$ cat config.mk
export PLATFORM = sky130hd
export DESIGN_NAME = mem_responder
export DESIGN_NICKNAME = d
export VERILOG_FILES = /design/src/rtl/mem_responder.sv
export SDC_FILE = /design/constraint.sdc
export NUM_CORES = 2
export LEC_CHECK = 0
export CAP_MARGIN = 20
export CORE_MARGIN = 2
export CORE_UTILIZATION = 50
export DETAILED_ROUTE_END_ITERATION = 16
export PLACE_DENSITY = 0.75
export SETUP_SLACK_MARGIN = 0.02
export SYNTH_ARGS = -nofsm -noshare
export SYNTH_HDL_FRONTEND = slang
export SYNTH_SLANG_ARGS = --single-unit
$ cat constraint.sdc
create_clock -name clk -period 10.25 [get_ports clk]
set_clock_uncertainty 0.1 [all_clocks]
set_input_delay 1.5375 -clock clk [delete_from_list [all_inputs] [get_ports clk]]
set_output_delay 1.5375 -clock clk [all_outputs]
set_load 0.01 [all_outputs]
$ cat src/rtl/mem_responder.sv
// ---------------------------------------------------------------------------
// mem_responder
//
// Memory-side responder for the multicycle core's load/store/fetch requests.
// A single-ported, word-organised RAM sits behind a valid/ready request
// handshake. After a request is accepted, the block waits a fixed number of
// wait states. It then commits the access and raises a one-cycle response
// pulse that carries either read data or an error flag.
//
// Parameters
//   DEPTH    number of 32-bit words (power of two, >= 2)
//   LATENCY  wait-state cycles between acceptance and commit (0..15)
//
// Ports
//   clk         rising-edge clock
//   reset       asynchronous reset, active-low
//   req_valid   request present
//   req_ready   responder can accept a request this cycle (IDLE only)
//   req_write   1 = store, 0 = load/fetch
//   req_addr    byte address
//   req_wdata   store data
//   rdata       load data; valid with resp_valid, held afterwards
//   resp_valid  one-cycle completion pulse
//   resp_err    qualifies resp_valid: misaligned or out-of-range access
// ---------------------------------------------------------------------------
module mem_responder #(
  parameter int DEPTH   = 64,
  parameter int LATENCY = 2
) (
  input  logic        clk,
  input  logic        reset,
  input  logic        req_valid,
  output logic        req_ready,
  input  logic        req_write,
  input  logic [31:0] req_addr,
  input  logic [31:0] req_wdata,
  output logic [31:0] rdata,
  output logic        resp_valid,
  output logic        resp_err
);

  localparam int          AW      = $clog2(DEPTH);
  localparam logic [31:0] DEPTH_W = 32'(DEPTH);
  localparam logic [3:0]  LAT_W   = 4'(LATENCY);

  typedef enum logic [1:0] {
    ST_IDLE = 2'd0,
    ST_WAIT = 2'd1,
    ST_RESP = 2'd2
  } state_t;

  // An access fails if it is not word-aligned or falls past the last word.
  function automatic logic access_err(input logic [31:0] addr);
    access_err = (addr[1:0] != 2'b00) || ({2'b00, addr[31:2]} >= DEPTH_W);
  endfunction

  state_t      state_q, state_d;
  logic [3:0]  cnt_q, cnt_d;
  logic [31:0] addr_q, addr_d;
  logic        write_q, write_d;
  logic [31:0] wdata_q, wdata_d;
  logic [31:0] rdata_q, rdata_d;
  logic        resp_valid_q, resp_valid_d;
  logic        resp_err_q, resp_err_d;

  logic [31:0] mem_q [DEPTH];

  // Commit-side view of the request. With zero wait states the commit
  // happens on the accept edge itself, so the live inputs are used there.
  logic          commit_s;
  logic [31:0]   cmt_addr_s;
  logic          cmt_write_s;
  logic [31:0]   cmt_wdata_s;
  logic          cmt_err_s;
  logic [AW-1:0] cmt_idx_s;
  logic [31:0]   rd_word_s;
  logic          mem_we_s;
  logic          handshake_s;

  // Ready is decoded from the state register. It is forced low while reset is asserted.
  assign req_ready   = (state_q == ST_IDLE) && reset;
  assign handshake_s = req_valid && req_ready;

  assign rdata      = rdata_q;
  assign resp_valid = resp_valid_q;
  assign resp_err   = resp_err_q;

  // Next-state, request latching and commit decode.
  always_comb begin
    state_d     = state_q;
    cnt_d       = cnt_q;
    addr_d      = addr_q;
    write_d     = write_q;
    wdata_d     = wdata_q;
    commit_s    = 1'b0;
    cmt_addr_s  = addr_q;
    cmt_write_s = write_q;
    cmt_wdata_s = wdata_q;
    case (state_q)
      ST_IDLE: begin
        if (handshake_s) begin
          addr_d  = req_addr;
          write_d = req_write;
          wdata_d = req_wdata;
          cnt_d   = LAT_W;
          if (LATENCY == 0) begin
            state_d     = ST_RESP;
            commit_s    = 1'b1;
            cmt_addr_s  = req_addr;
            cmt_write_s = req_write;
            cmt_wdata_s = req_wdata;
          end else begin
            state_d = ST_WAIT;
          end
        end else begin
          state_d = ST_IDLE;
        end
      end
      ST_WAIT: begin
        cnt_d = cnt_q - 4'd1;
        if (cnt_q == 4'd1) begin
          state_d  = ST_RESP;
          commit_s = 1'b1;
        end else begin
          state_d = ST_WAIT;
        end
      end
      ST_RESP: begin
        state_d = ST_IDLE;
      end
      default: begin
        state_d = ST_IDLE;
        cnt_d   = 4'd0;
      end
    endcase
  end

  // Error check, array index and read word for the access being committed.
  always_comb begin
    cmt_err_s = access_err(cmt_addr_s);
    cmt_idx_s = cmt_addr_s[AW+1:2];
    rd_word_s = mem_q[cmt_idx_s];
  end

  // Response outputs and write enable. rdata only moves on a read or an error commit.
  always_comb begin
    resp_valid_d = commit_s;
    resp_err_d   = commit_s && cmt_err_s;
    mem_we_s     = commit_s && !cmt_err_s && cmt_write_s;
    rdata_d      = rdata_q;
    if (commit_s) begin
      if (cmt_err_s) begin
        rdata_d = 32'h0000_0000;
      end else if (!cmt_write_s) begin
        rdata_d = rd_word_s;
      end else begin
        rdata_d = rdata_q;
      end
    end else begin
      rdata_d = rdata_q;
    end
  end

  // Control, latched request and output registers.
  always_ff @(posedge clk or negedge reset) begin
    if (!reset) begin
      state_q      <= ST_IDLE;
      cnt_q        <= 4'd0;
      addr_q       <= 32'h0000_0000;
      write_q      <= 1'b0;
      wdata_q      <= 32'h0000_0000;
      rdata_q      <= 32'h0000_0000;
      resp_valid_q <= 1'b0;
      resp_err_q   <= 1'b0;
    end else begin
      state_q      <= state_d;
      cnt_q        <= cnt_d;
      addr_q       <= addr_d;
      write_q      <= write_d;
      wdata_q      <= wdata_d;
      rdata_q      <= rdata_d;
      resp_valid_q <= resp_valid_d;
      resp_err_q   <= resp_err_d;
    end
  end

  // Storage array: contents survive reset. A reset mid-transaction returns the FSM to IDLE, so no commit occurs.
  always_ff @(posedge clk) begin
    if (mem_we_s) begin
      mem_q[cmt_idx_s] <= cmt_wdata_s;
    end
  end

endmodule

==> impl_results.md <==
* Status: complete, no violations
* YS warnings at 0
* R2R Setup Slk at 4.41 ns
* Critical path's slowest cell: dfrtp_4
* Setup_tns at 0 ns
* Setup violators final at 0
* Congestion Overflow GR at 0
* Placed Cells at around 6.4k
* Family with the most delay on the worst path: buffers and inverters
* Initial antenna violation count at 16
* Share of cells above drive strength 1 at roughly 14%
* Tot GR Track Use at roughly a quarter
* Initial Utilization at 50.4%
* WP data required at 10.84 ns
* Gpl congestion at roughly 0.9
* Clock Latency Late Sink at 0.82 ns
* RSZ-0062 raised after global routing: false
* Pre-CTS WS at roughly 4.6 ns
* WP depth at 9
* Slew headroom at 15.8%
* Final Routed Wirelength at 221,000 um
* Post-synth top area share at 75.9%
* Max-cap check violation count at 0
* DRC Markers at 0
* Fill cells at ~12k
* # hold bufs at CTS at 0
* Endpoint class of the critical path: flip-flop
* Crit-path cells: buf_4 > nor2b_4 > buf_4 > buf_4 > buf_4 > a222oi_1 > o22ai_1 > or4_1 > o21ai_1
* Vias in the first global route at roughly 44k
* Wire per inst at 32.4 um
* ANT nets after route at 0
* Fmax at 171 MHz
* Critical Path AT at around 6.4 ns
* Syn Nets at 4,404
* Fin util at 57.2%
* Top post-synthesis cells by area: edfxtp_1 76%, mux2i_1 5.5%, o221ai_1 3.4%, dfrtp_1 3.2%, mux4_2 1.8%
* Worst Hold Launch: cmt_wdata_s[17]
* Via count at about 45k
* Post-synth EDFFs at 2,048
* Placed cell area at 0.0852 mm2
* # Post-CTS Setup Buffers at 0
* WP buf/inv at 4
* Final hold vios at 0
* Startpoint types: flip-flop
* CTS Sinks at 2,153
* Critical path class: reg -> reg
* Critical path origin: addr_q[2]
* Worst R2R Start: addr_q[2]
* Vias per cell at 6.67
* Most used DFF post-synth: edfxtp_1
* Crit path max fanout at 49
* FFs w/ async S/R, synth at 4.88%
* Clk root buf: clkbuf_16
* Final period util at 57.0%
* Syn avg cell area at roughly 19 um2
* First-pass GRT wire length at 313,000 um
* Rows at around 150
* Slew Viols, Final at 0
* Worst Hold Depth at 0
* Worst-case reg-to-reg path depth at 9
* Final Instance Count excl. Fillers at 6,802
* Die Y at 406 um
* Synth area leader: edfxtp_1
* CTS tree: done
* Area of the multi-input gates at approximately 0.016 mm2
* Maximum VDD drop at about 0.00034 V
* Htree depth at 4
* IO buf count at slightly above 100
* TritonRoute pass-1 iters at 9
* Die area at 0.165 mm2
* Leak Pwr at between 20 and 30 nW
* DR iter-0 viols at 7,492
* Mapped Area at 0.0810 mm2
* PostCTS Resize Cnt at 0
* Die X at 406 um
* IO Pins at 103
* Cell variety after synth at 55
* Finished Cell Area at 0.0919 mm2
* Worst-Margin Slew at about 1.3 ns
* Final nets at 4,543
* Seq/Total Area, Yosys at 79.2%
* Pwr Total at 26.3 mW
* Min setup slack post-route at approximately 4.4 ns
* Crit path time final at 5.84 ns
* Total CTS buffers at 200
* Hold WS at 0.407 ns
* Area Growth Syn to Fin at 13.5%
* Core outline area at 0.161 mm2
* Most frequent CP cell: buf_4
* PwrDens at roughly 290 mW/mm2
* Post-synthesis register bit count at 2,153
* CTS clk-pin slew, worst paths at about 0.060 ns
* Max Root-Sink Buffers at 3
* Register Area at 0.0642 mm2
* Post-Synthesis Cells at 4,334
* CP peak stage delay at 0.92 ns
* Pin count of the biggest net entering global routing at 185
* DP HPWL at between 100,000 and 150,000 um
* Class of the worst hold path: reg -> reg
cell usage in the layout, fill, tap and decap left out, types with 52 or more instances in the layout:
| cell type | count |
|---|---|
| o21ai_0 | 124 |
| nor2_1 | 103 |
| mux2i_1 | 442 |
| clkbuf_16 | 205 |
| clkbuf_1 | 52 |
| a222oi_1 | 91 |
| o221ai_1 | 310 |
| mux2_2 | 73 |
| nor2_4 | 64 |
| a21oi_1 | 68 |
| dfrtp_1 | 70 |
| edfxtp_1 | 2048 |
| a22oi_1 | 121 |
| mux4_2 | 66 |
| clkdlybuf4s50_1 | 101 |
| o22ai_1 | 190 |
| buf_4 | 101 |
worst reg2reg max path, cell delays in order, from the launching register on:
cell,delay (ns)
dfrtp_4,0.92
buf_4,0.71
nor2b_4,0.31
buf_4,0.40
buf_4,0.64
buf_4,0.78
a222oi_1,0.27
o22ai_1,0.89
or4_1,0.54
o21ai_1,0.14
kinds of logic after synthesis:
| family | after synthesis | synth area share, % |
|---|---|---|
| compound gates | 968 | 8.85 |
| xor+xnor | 1 | 0.0108 |
| fa+ha+maj | 2 | 0.0309 |
| buf+inv | 311 | 1.81 |
| flops | 2153 | 79.2 |
| mux | 581 | 8.31 |
| simple gates | 318 | 1.80 |
report_power, final:
| part | total, mW | switching, mW | internal (mW) |
|---|---|---|---|
| clock | 7.23 | 3.12 | 4.11 |
| sequential | 11.7 | 0.676 | 11.1 |
| combinational | 7.33 | 5.16 | 2.17 |
| total | 26.3 | 8.96 | 17.3 |
cells in the mapped netlist (all sizes together) (23+ instances only):
| cell type | count |
|---|---|
| a21oi | 68 |
| or4 | 29 |
| buf | 160 |
| nand3 | 23 |
| o21ai | 145 |
| nand2 | 53 |
| mux2i | 442 |
| dfrtp | 105 |
| nor2 | 167 |
| a222oi | 91 |
| clkbuf | 143 |
| a22oi | 121 |
| edfxtp | 2048 |
| o221ai | 313 |
| mux2 | 73 |
| o22ai | 190 |
| mux4 | 66 |
sequential cells by signal, summed over array words and instances (netlist names):
register,count
resp_valid,1
rdata,32
resp_err,1
cmt_wdata_s,32
state_q,2
mem_q,2048
cmt_write_s,1
addr_q,32
cnt_q,4
final timing paths:
kind | end
min in group asynchronous | addr_q[14]
min reg2reg | mem_q[38][17]
min | mem_q[38][17]
max in group asynchronous | addr_q[3]
max | rdata[8]
max reg2reg | rdata[8]
final cells by class:
cell class                      count  share of cell area (%)
Multi-Input combinational cell   1870                    17.3
Timing Repair Buffer              240                    2.87
Sequential cell                  2153                    69.9
Clock inverter                     91                   0.911
Tap cell                         2160                    2.94
Antenna cell                        9                  0.0245
Clock buffer                      271                    6.01
Inverter                            8                  0.0381
layer usage:
metal  wire [um]  vias up  GRT usage, %
met1       77600    23100          35.3
li1            -    18400             -
met4       13500       20          14.0
met2      100000     3328          40.1
met3       29000      559          7.21
met5         129        -             0
Power figures use the tool's default switching activity.
